==> src/rtl/hazard_pkg.sv <==
// Shared types and constants for the D-stage hazard scoreboard.
// The operand and slot widths are fixed here so that every slot uses the same packed layout.
package hazard_pkg;

    localparam int AW = 5;
    localparam int TW = 2;

    // A Tuse of 3 marks an operand that the D-stage instruction does not read.
    localparam logic [TW-1:0] TUSE_NONE = 2'd3;
    localparam logic [TW-1:0] TNEW_READY = 2'd0;

    // D-stage operand source.
    typedef enum logic [1:0] {
        FWD_GRF = 2'd0,
        FWD_E   = 2'd1,
        FWD_M   = 2'd2
    } fwd_d_e;

    // E-stage operand source.
    typedef enum logic [1:0] {
        FWD_PIPE   = 2'd0,
        FWD_FROM_M = 2'd1,
        FWD_FROM_W = 2'd2
    } fwd_e_e;

    // M-stage store data source.
    localparam logic FWD_M_PIPE   = 1'b0;
    localparam logic FWD_M_FROM_W = 1'b1;

    // How a slot ages the Tnew field it captures.
    typedef enum logic [1:0] {
        TNEW_HOLD  = 2'd0,
        TNEW_DEC   = 2'd1,
        TNEW_CLEAR = 2'd2
    } tnew_mode_e;

    // One in-flight instruction. dst == 0 means the slot holds no pending write,
    // but rs/rt still describe the instruction for E/M forwarding.
    typedef struct packed {
        logic [AW-1:0] dst;
        logic [TW-1:0] tnew;
        logic [AW-1:0] rs;
        logic [AW-1:0] rt;
    } slot_t;

    // Tnew counts down to zero and stays there.
    function automatic logic [TW-1:0] tnew_sat_dec(input logic [TW-1:0] t);
        return (t == TNEW_READY) ? TNEW_READY : t - TW'(1);
    endfunction

endpackage

==> src/rtl/hazard_slot.sv <==
// One pipeline-stage slot of the scoreboard: captures the upstream slot each cycle,
// ageing Tnew on the way in according to the stage it models.
module hazard_slot
    import hazard_pkg::*;
#(
    parameter tnew_mode_e MODE = TNEW_HOLD
) (
    input  logic  clk,
    input  logic  reset,
    input  logic  load,
    input  slot_t d,
    output slot_t q
);

    slot_t d_aged;

    // Apply the stage-specific Tnew ageing to the incoming slot.
    always_comb begin
        // NOTE: every field gets a value before the case so no path leaves d_aged unassigned (no latch).
        d_aged = d;
        case (MODE)
            TNEW_DEC:   d_aged.tnew = tnew_sat_dec(d.tnew);
            TNEW_CLEAR: d_aged.tnew = TNEW_READY;
            default:    d_aged.tnew = d.tnew;
        endcase
    end

    // Slot register; reset empties it immediately, without waiting for a clock edge.
    always_ff @(posedge clk or negedge reset) begin
        if (!reset) begin
            q <= '0;
        end else if (load) begin
            // NOTE: non-blocking so all three slots shift from the same pre-edge values.
            q <= d_aged;
        end
    end

endmodule

==> src/rtl/hazard_scoreboard.sv <==
// D-stage hazard scoreboard for the 5-stage pipeline: tracks pending writes in E/M/W,
// raises the D-stage stall and selects bypass sources for D, E and M operands.
// W is never a D-stage source because the register file bypasses its own write.
module hazard_scoreboard
    import hazard_pkg::*;
(
    input  logic          clk,
    input  logic          reset,
    input  logic [AW-1:0] d_rs,
    input  logic [AW-1:0] d_rt,
    input  logic [TW-1:0] d_tuse_rs,
    input  logic [TW-1:0] d_tuse_rt,
    input  logic [AW-1:0] d_dst,
    input  logic [TW-1:0] d_tnew,
    input  logic          d_is_md,
    input  logic          mdu_busy,
    output logic          stall,
    output logic [1:0]    fwd_d_rs,
    output logic [1:0]    fwd_d_rt,
    output logic [1:0]    fwd_e_rs,
    output logic [1:0]    fwd_e_rt,
    output logic          fwd_m_rt
);

    slot_t e_q, m_q, w_q;
    slot_t e_d;

    // An operand must wait if a pending producer will not have its result by the time it is used.
    function automatic logic operand_stall(input logic [AW-1:0] addr, input logic [TW-1:0] tuse,
                                           input slot_t e, input slot_t m);
        if (addr == '0 || tuse == TUSE_NONE) begin
            return 1'b0;
        end
        return (e.dst == addr && e.tnew > tuse) || (m.dst == addr && m.tnew > tuse);
    endfunction

    // D-stage source: the youngest ready producer wins.
    function automatic fwd_d_e d_source(input logic [AW-1:0] addr, input slot_t e, input slot_t m);
        if (addr == '0) begin
            return FWD_GRF;
        end else if (e.dst == addr && e.tnew == TNEW_READY) begin
            return FWD_E;
        end else if (m.dst == addr && m.tnew == TNEW_READY) begin
            return FWD_M;
        end
        return FWD_GRF;
    endfunction

    // E-stage source: M if its result is ready, otherwise W (whose result always is).
    function automatic fwd_e_e e_source(input logic [AW-1:0] addr, input slot_t m, input slot_t w);
        if (addr == '0) begin
            return FWD_PIPE;
        end else if (m.dst == addr && m.tnew == TNEW_READY) begin
            return FWD_FROM_M;
        end else if (w.dst == addr) begin
            return FWD_FROM_W;
        end
        return FWD_PIPE;
    endfunction

    // Stall and bypass selects, combinational from the slots and the D-stage inputs.
    always_comb begin
        stall = operand_stall(d_rs, d_tuse_rs, e_q, m_q)
              | operand_stall(d_rt, d_tuse_rt, e_q, m_q)
              | (d_is_md & mdu_busy);
        fwd_d_rs = d_source(d_rs, e_q, m_q);
        fwd_d_rt = d_source(d_rt, e_q, m_q);
        fwd_e_rs = e_source(e_q.rs, m_q, w_q);
        fwd_e_rt = e_source(e_q.rt, m_q, w_q);
        fwd_m_rt = (m_q.rt != '0 && w_q.dst == m_q.rt) ? FWD_M_FROM_W : FWD_M_PIPE;
    end

    // E captures the D instruction, or a bubble while D is held.
    always_comb begin
        e_d = '0;
        if (!stall) begin
            e_d = '{dst: d_dst, tnew: d_tnew, rs: d_rs, rt: d_rt};
        end
    end

    hazard_slot #(.MODE(TNEW_HOLD)) u_slot_e (
        .clk   (clk),
        .reset (reset),
        .load  (1'b1),
        .d     (e_d),
        .q     (e_q)
    );

    hazard_slot #(.MODE(TNEW_DEC)) u_slot_m (
        .clk   (clk),
        .reset (reset),
        .load  (1'b1),
        .d     (e_q),
        .q     (m_q)
    );

    // W results are always available, so its Tnew is forced to zero.
    hazard_slot #(.MODE(TNEW_CLEAR)) u_slot_w (
        .clk   (clk),
        .reset (reset),
        .load  (1'b1),
        .d     (m_q),
        .q     (w_q)
    );

    // Slot fields that no compare needs; the slots share one type for uniformity.
    logic unused_fields;
    assign unused_fields = ^{m_q.rs, w_q.tnew, w_q.rs, w_q.rt};

endmodule

==> config.mk <==
export PLATFORM = sky130hd
export DESIGN_NAME = hazard_scoreboard
export DESIGN_NICKNAME = d
export VERILOG_FILES = /design/src/rtl/hazard_pkg.sv /design/src/rtl/hazard_slot.sv /design/src/rtl/hazard_scoreboard.sv
export SDC_FILE = /design/constraint.sdc
export NUM_CORES = 1
export LEC_CHECK = 0
export CAP_MARGIN = 20
export CORE_MARGIN = 2
export CORE_UTILIZATION = 49
export CTS_BUF_LIST = sky130_fd_sc_hd__clkbuf_4 sky130_fd_sc_hd__clkbuf_8
export CTS_CLUSTER_DIAMETER = 150
export DETAILED_ROUTE_END_ITERATION = 12
export MAX_ROUTING_LAYER = met4
export PLACE_DENSITY = 0.76
export SYNTH_ARGS = -nofsm -noshare
export SYNTH_HDL_FRONTEND = slang
export SYNTH_SLANG_ARGS = --single-unit
==> constraint.sdc <==
create_clock -name clk -period 1.8 [get_ports clk]
set_input_delay 0.27 -clock clk [delete_from_list [all_inputs] [get_ports clk]]
set_output_delay 0.27 -clock clk [all_outputs]
set_load 0.01 [all_outputs]
==> flow_summary.ini <==
[status]
status = finished, violations left
violations = negative setup slack

[layout]
drive_above_1_share_pct = 52.9
antenna_cells = 0
nets = 291
syn2layout_area_growth_pct = 53.6
fin_cells = 309
fin_util_pct = 77.9

[grt]
grt_overflow = 0
grt_max_degree = 35
grt_pass1_vias = 1827
grt_usage_pct = 26.7
antenna_found_initial = 0
grt_pass1_wl_um = 8640

[power]
power_leakage_nw = 1.33
power_density_mw_per_mm2 = 688
ir_drop_mv = 0.586

[routing]
first_pass_iters = 4
vias_per_cell = 5.56
routedWlPerCell_um = 18.7
drt_iter0_drc = 53
vias = 1717
drc = 0
routed_wl_um = 5770
ant_nets = 0

[cts]
clock_latency_ns = 0.29
htreeDepth = 2
clk_pin_slew_ns = 0.07
cts_hold_buf = 0
cts_made_buffers = 5
clockBufferDepth = 2
cts.sinks = 34
clk_root_buffer_cell = clkbuf_8
cts_tree = done

[placed_design]
place_inst = 289
post-dp-hpwl_um = 3740
gp_routability_congestion = 0.873
port_buffers = 34
dp_slack_ns = -0.958

[floorplanning]
ios = 35
die_w_um = 68.3
die_area_mm2 = 0.00467
initial_utilization_pct = 50.7
core_area_mm2 = 0.00400
placementRows = 23
die_y_um = 68.3

[yosys]
synth_top_cells_by_count = dfrtp_1, xnor2_1, xor2_1
yosysMostFrequentCell = dfrtp_1
syn_nets = 203
synth_cells = 170
synthTopCellsByArea = dfrtp_1, xnor2_1, xor2_1
yosysTopAreaCellShare_pct = 41.9
synth_seq_cells = 34
syn-cell-area_mm2 = 0.00203
async_reset_ff_share_pct = 100
netlist-cell-type-count = 36
synth_edf_count = 0
seq_area_frac_synth_pct = 41.9
yosysTopAreaCell = dfrtp_1
yosysWarnings = 0
ys.flop_type = dfrtp_1
avgSynthCellArea_um2 = 11.9

[sta]
clock_skew_ns = 0.00412
period_minus_slack_ns = 2.17
fin_ws_ns = -0.370
finalSetupViolations = 26
final-hold-violation-count = 0
whs_ns = 0.388
maxSlewHeadroom_pct = 71.7
rsz0062_at_grt = yes
fmaxAchievable_ghz = 0.461
tightestPinTransition_ns = 0.425
min_period_over_period_pct = 121
finalSetupTns_ns = -2.21
drv_slew = 0

[critical_path]
r2r_cells = 7
cp.arrival_ns = 1.90
cp.required_ns = 1.53
worstSetupStartpointType = input pin
r2r_start = u_slot_e.q[10]$_DFF_PN0_
worst-path-max-fanout = 2
r2r_slack_ns = -0.06
reg2reg_to = u_slot_e.q[0]$_DFF_PN0_
crit_type = in -> out
setup.worst_path.end_class = primary output

[hold_path]
min_path_type = in -> async

[run]
drv_cap = 0
==> worst max path at each step <==
stage / start / end / depth (start not counted)
after floorplan: u_slot_e.q[11]$_DFF_PN0_ / stall / 5
after global placement: d_rs[4] / stall / 7
after detailed placement: d_rs[4] / stall / 7
after CTS: u_slot_e.q[10]$_DFF_PN0_ / stall / 7
after global routing: u_slot_e.q[10]$_DFF_PN0_ / stall / 9
final: d_rt[3] / stall / 7
==> logic make-up (layout without fill, tap and decap cells) <==
| group | after synthesis | count (layout) | share of synthesized area, % |
|---|---|---|---|
| fa+ha+maj | 8 | 8 | 4.94 |
| flops | 34 | 34 | 41.9 |
| simple gates | 58 | 58 | 23.3 |
| xor+xnor | 44 | 44 | 19.0 |
| compound gates | 14 | 14 | 7.65 |
| buf+inv | 12 | 101 | 3.15 |
==> placed cells by master, fill, tap and decap left out, drive strengths merged, types with 7 or more instances in the layout <==
| cell | netlist | routed |
|---|---|---|
| buf | 3 | 63 |
| dfrtp | 34 | 34 |
| xnor2 | 26 | 26 |
| xor2 | 18 | 18 |
| nor4b | 17 | 17 |
| clkdlybuf4s50 | 0 | 11 |
| nor4 | 9 | 9 |
| inv | 8 | 8 |
| ha | 8 | 8 |
| clkbuf | 1 | 7 |
| nor3 | 7 | 7 |
==> critical path, stage by stage <==
cell and delay (ns):
dlygate4sd2_1 0.26, or4_4 0.51, o21ai_4 0.20, a211o_4 0.14
o22ai_4 0.06, or3_1 0.31, buf_2 0.15
==> flip-flops by register name (all words and copies together), names as in the netlist <==
| name | cells |
|---|---|
| u_slot_e.q | 17 |
| u_slot_m.q | 12 |
| u_slot_w.q | 5 |
==> power by group <==
group          switching, mW  internal (mW)
Sequential            0.0647          0.827
Combinational          0.305          0.350
Clock                  0.291          0.307
==> per-stage QoR <==
stage	power, mW	area (um^2)
floorplan	1.18	2030
global placement	1.40	2690
detailed placement	1.43	2690
CTS	2.08	3010
global route	2.23	3120
finish	2.14	3120
==> cell type report <==
class | count | area, um^2
clock buffer | 6 | 82.6
sequential | 34 | 857
timing repair buffer | 85 | 688
inverter | 8 | 30.0
fill | 237 | 885
clock inverter | 2 | 12.5
tap | 50 | 62.6
multi-input combinational | 124 | 1380
==> layer usage <==
metal  GRT usage [%]  up-vias  share of wire (%)  wire length (um)
li1                -      794                  -                 -
met1            29.8      855                 39              2240
met2            47.9       52                 55              3180
met3            5.10       16                4.3               249
met4            8.50        0                1.9               108
met5               -        -                  0                 0
==> what timing repair did <==
item	in CTS	in global routing
setup endpoints to repair	27	27
pin swaps	28	17
buffers inserted	15	1
gates resized for setup	99	28
Power figures use the tool's default switching activity.
==> edit 1, RTL diff (same flow settings) <==
Change the package constant `AW` from 5 to 6.
--- a/src/rtl/hazard_pkg.sv
+++ b/src/rtl/hazard_pkg.sv
@@ -2,7 +2,7 @@
 // The operand and slot widths are fixed here so that every slot uses the same packed layout.
 package hazard_pkg;
 
-    localparam int AW = 5;
+    localparam int AW = 6;
     localparam int TW = 2;
 
     // A Tuse of 3 marks an operand that the D-stage instruction does not read.
Interface: changed (resized d_dst, d_rs and d_rt); port bits go from 35 to 38. The function was not compared with the original's and may differ.
==> edit 1 against the unedited design <==
- the run still ends with setup timing left
- register-to-register slack got worse by 0.04 ns
- area after synthesis grew 4.6%
- final cell count rose by 9.7%
- sequential cell count rose by 6
- non-clock buffer count up 3
- combinational power is 6.7% lower
- routed wire length is 5.0% lower
- worst hold slack worse by 0.37 ns
- count of clock-buffer cells in the layout shrank 1
- setup slack improved by 0.015 ns
- final area up 4.0%
- power up 3.4%
- clock power down 5.2%
==> edit 1: results (changes against the unedited design) <==
[run_status]
status=finished, violations left  ; unchanged
violations=setup timing  ; unchanged

[finish]
drive_gt1_share_pct=40.14  ; was 52.90%
post_layout_nonfiller_instances=339  ; was 309
final_nets=325  ; was 291
fill_cells=263  ; was 237
reg_top3=u_slot_e.q x20, u_slot_m.q x14, u_slot_w.q x6  ; was u_slot_e.q x17, u_slot_m.q x12, u_slot_w.q x5

[pwr]
p_clk_w=0.000567  ; was 0.000598 W
intPower_w=0.001565  ; was 0.001484 W
pwr-share-seq_pct=46.9  ; was 41.6%
ir_drop_mv=0.5203  ; was 0.5861 mV
leakage_nw=1.446  ; was 1.327 nW

[routing]
met2WireLength_um=2919  ; was 3180 um
wl_met1_um=2237  ; was 2236 um
dr.first_iter.drc_count=69  ; was 53
wl_per_cell_um=16.18  ; was 18.69 um
dr.max_layer_used=met4  ; unchanged
vias=1781  ; was 1717

[synthesis]
syn_area_per_cell_sq_um=10.71  ; was 11.93 sq um
synth_common_cells=dfrtp_1 (40), xnor2_1 (33), and2_1 (21)  ; was dfrtp_1 (34), xnor2_1 (26), xor2_1 (18)
synth_compound_area_share_pct=2.655  ; was 7.650%
ys_seq_area_share_pct=47.20  ; was 41.95%
synth_fp_nets=234  ; was 203
synth_area_leaders=dfrtp_1 (47%), xnor2_1 (14%), xor2_1 (8.3%)  ; was dfrtp_1 (42%), xnor2_1 (11%), xor2_1 (7.8%)
yosys.area_share.xor_xnor_pct=21.89  ; was 19.00%
synth_fa_ha_area_share_pct=4.720  ; was 4.935%

[global_route]
grtUsageMet1_pct=27.51  ; was 29.79%
grt_first_pass_wirelength_um=8590  ; was 8638 um
grt_util_met2_pct=40.00  ; was 47.94%
grt_busiest_layer=met2  ; unchanged
grt_max_degree=41  ; was 35
grt_util_all_layers_pct=23.69  ; was 26.71%
use_met3_pct=4.797  ; was 5.099%

[place]
dp_slack_ns=-1.081  ; was -0.9578 ns
place_area_sq_um=2809  ; was 2690 sq um
gp_routability_congestion=0.8838  ; was 0.8729
place_hpwl_um=3733  ; was 3744 um
dp.cells=318  ; was 289

[worst_setup_path]
crit_start=u_slot_e.q[13]  ; was d_rt[3]
cp.arrival_ns=1.88  ; was 1.90 ns
reg2reg_slack_ns=-0.10  ; was -0.06 ns
cp_max_fo=3  ; was 2
r2r_end=u_slot_e.q[7]  ; was u_slot_e.q[0]

[timing]
setup_ws_ns=-0.3549  ; was -0.3704 ns
setup-violations-final=29  ; was 26
whs_ns=0.01409  ; was 0.3877 ns
skew_ns=0.005202  ; was 0.004122 ns

[clock_network]
cts-buffers-inserted=5  ; unchanged

==> edit 1: cell count changes after synthesis, sizes merged, moves of 4 or more <==
cell | unedited run | this run
a21oi | 5 | 1
and2 | 1 | 21
dfrtp | 34 | 40
nand2 | 2 | 11
nand3 | 6 | 1
nor2b | 1 | 5
nor4b | 17 | 1
xnor2 | 26 | 33
==> edit 1: critical path, cell delays in order (launching register included) <==
cell and delay (ns):
dfrtp_2 0.44, ha_4 0.23, nor2b_4 0.12, o21ai_2 0.13, o41ai_2 0.10, nor4_2 0.37
inv_1 0.06, buf_2 0.14
==> edit 1: repair_timing <==
action / 4_1_cts / 5_1_grt
setup buffers: 11 / 4
pin swaps: 23 / 26
setup endpoints to repair: 30 / 30
gates resized for setup: 86 / 41
==> edit 1: cell type report <==
class | instances | area share (%)
well taps | 50 | 1.931
clock buffers | 5 | 2.124
inverters | 5 | 0.5792
repair buffers | 88 | 22.05
multi-input cells | 149 | 41.89
flip-flops and latches | 40 | 31.04
clock inverters | 2 | 0.3861
==> edit 2, RTL diff (same flow settings) <==
Without the edit above. Reset style: synchronous (`reset`), changed in one clocked block.
--- a/src/rtl/hazard_slot.sv
+++ b/src/rtl/hazard_slot.sv
@@ -26,7 +26,7 @@
     end
 
     // Slot register; reset empties it immediately, without waiting for a clock edge.
-    always_ff @(posedge clk or negedge reset) begin
+    always_ff @(posedge clk) begin
         if (!reset) begin
             q <= '0;
         end else if (load) begin
Formal check against the unedited RTL: differs if reset is asserted again (counterexample within 4 cycles, from zero or initial values and one cycle with reset low); with reset held inactive, the same outputs for 10 cycles.
==> edit 2 against the unedited design <==
- die area rose by 1.3%
- final cell count rose by 14%
- final area rose by 3.5%
- routed wire length rose by 4.8%
- area after synthesis rose by 1.4%
- count of clock-buffer cells in the layout did not move
- the run still ends with setup timing left
- sequential cell count did not move
- power rose by 6.3%
- setup slack improved by 0.039 ns
- largest cell class unchanged
- clock skew rose by 0.00069 ns
- first-iteration DRC count rose by 96%
==> edit 2: results (changes against the unedited design) <==
[synthesis]
synth_common_cells=dfxtp_1 (34), xnor2_1 (24), nand2_1 (19)  ; was dfrtp_1 (34), xnor2_1 (26), xor2_1 (18)
synth_area_leaders=dfxtp_1 (33%), xnor2_1 (10%), xor2_1 (7.2%)  ; was dfrtp_1 (42%), xnor2_1 (11%), xor2_1 (7.8%)
synth_fp_nets=251  ; was 203
async_reset_ff_share_pct=0  ; was 100.0%
netlist-cell-type-count=41  ; was 36
syn_inst=217  ; was 170
ys_seq_area_share_pct=33.09  ; was 41.95%

[global_route]
grt_util_all_layers_pct=29.06  ; was 26.71%
grt_max_degree=34  ; was 35
grt_pass1_vias=1978  ; was 1827
grt_first_pass_wirelength_um=9466  ; was 8638 um
antenna_found_initial=0  ; unchanged

[worst_setup_path]
crit_slowest_cell=or4_4  ; unchanged
cp_max_fo=3  ; was 2
cp.arrival_ns=1.86  ; was 1.90 ns
crit_family=simple AND/OR/NAND/NOR gates  ; unchanged

[routing]
routed_wl_um=6052  ; was 5774 um
vias=1861  ; was 1717
dr.pass1.iters=4  ; unchanged
dr.first_iter.drc_count=104  ; was 53

[timing]
setup-violations-final=25  ; was 26
setup_ws_ns=-0.3310  ; was -0.3704 ns
finalSetupTns_ns=-1.712  ; was -2.215 ns
max_slew.worst_pin.slew_ns=0.4469  ; was 0.4251 ns
skew_ns=0.004817  ; was 0.004122 ns

[pwr]
pwr-share-comb_pct=24.7  ; was 30.5%
leakage_nw=1.343  ; was 1.327 nW
p_clk_w=0.000884  ; was 0.000598 W
power_density_nw_per_um2=706.7  ; was 688.0 nW/um^2
ir_drop_mv=0.5526  ; was 0.5861 mV
netSwitchingFraction_pct=25.98  ; was 30.78%

[clock_network]
clkLatencyLatePin_ns=0.30
cts_buffer_depth=2  ; unchanged
cts.reportedPaths.clkPinSlew_ns=0.07  ; about the same
clock-root-buffer=clkbuf_8  ; unchanged
htree_levels=2  ; unchanged
cts_hold_repair.buffers=0  ; unchanged

[run_status]
violations=setup timing  ; unchanged
status=finished, violations left  ; unchanged

[min_path]
hold_path_class=input pin to flop  ; was input pin to async pin

[finish]
antenna_cells=0  ; unchanged
fill_cells=255  ; was 237
final_nets=334  ; was 291
final_area_sq_um=3224  ; was 3115 sq um
post_layout_nonfiller_instances=351  ; was 309
reg_top3=u_slot_e.q x17, u_slot_m.q x12, u_slot_w.q x5  ; unchanged
drive_gt1_share_pct=50.83  ; was 52.90%

[place]
place_area_sq_um=2769  ; was 2690 sq um
gp_routability_congestion=0.8589  ; was 0.8729
place_hpwl_um=3709  ; was 3744 um
dp.cells=336  ; was 289
dp_slack_ns=-0.9323  ; was -0.9578 ns

## edit 2: what timing repair did
item,in CTS,in global routing
buffers inserted,7,2
gates resized for setup,123,17
endpoints found under the setup margin,27,27
pin swaps,28,8
## edit 2: cells by family after synthesis
logic type	Yosys count	synth area share (%)
flops	34	33.09
fa+ha+maj	9	5.475
buf+inv	24	5.353
compound gates	19	9.247
simple gates	90	29.38
xor+xnor	41	17.46
## edit 2: worst paths after layout
kind	to	slack, ns	start	cells past startpoint
max	stall	-0.33	d_rs[3]	7
min	u_slot_e.q[4]	0.34	d_rt[4]	4
max reg2reg	u_slot_e.q[16]	-0.04	u_slot_e.q[10]	9
min reg2reg	u_slot_m.q[10]	0.42	u_slot_e.q[10]	1
## edit 2: layout make-up
type                            count  area share (%)
Clock buffer                        6           2.561
Clock inverter                      2           1.863
Tap cell                           50           1.940
Timing Repair Buffer               87           22.08
Sequential cell                    34           22.12
Inverter                           13           1.513
Multi-Input combinational cell    159           47.92
## edit 2: routing by layer
metal  vias to the layer above  wire, um  track usage (%)
met5                         -         0                -
met4                         0       167            10.05
met3                        16       222            6.331
met2                        44      3308            53.85
met1                       886      2354            30.20
li1                        915         -                -
## edit 2: worst reg2reg max path, delay by kind of cell (launching register included)
| kind | cells | cell delay [ns] |
|---|---|---|
| buffers and inverters | 4 | 0.57 |
| flip-flops | 1 | 0.34 |
| AND/OR/NAND/NOR | 1 | 0.10 |
| AO/OA/AOI/OAI | 3 | 0.57 |
| adder cells (fa/ha/maj) | 1 | 0.15 |
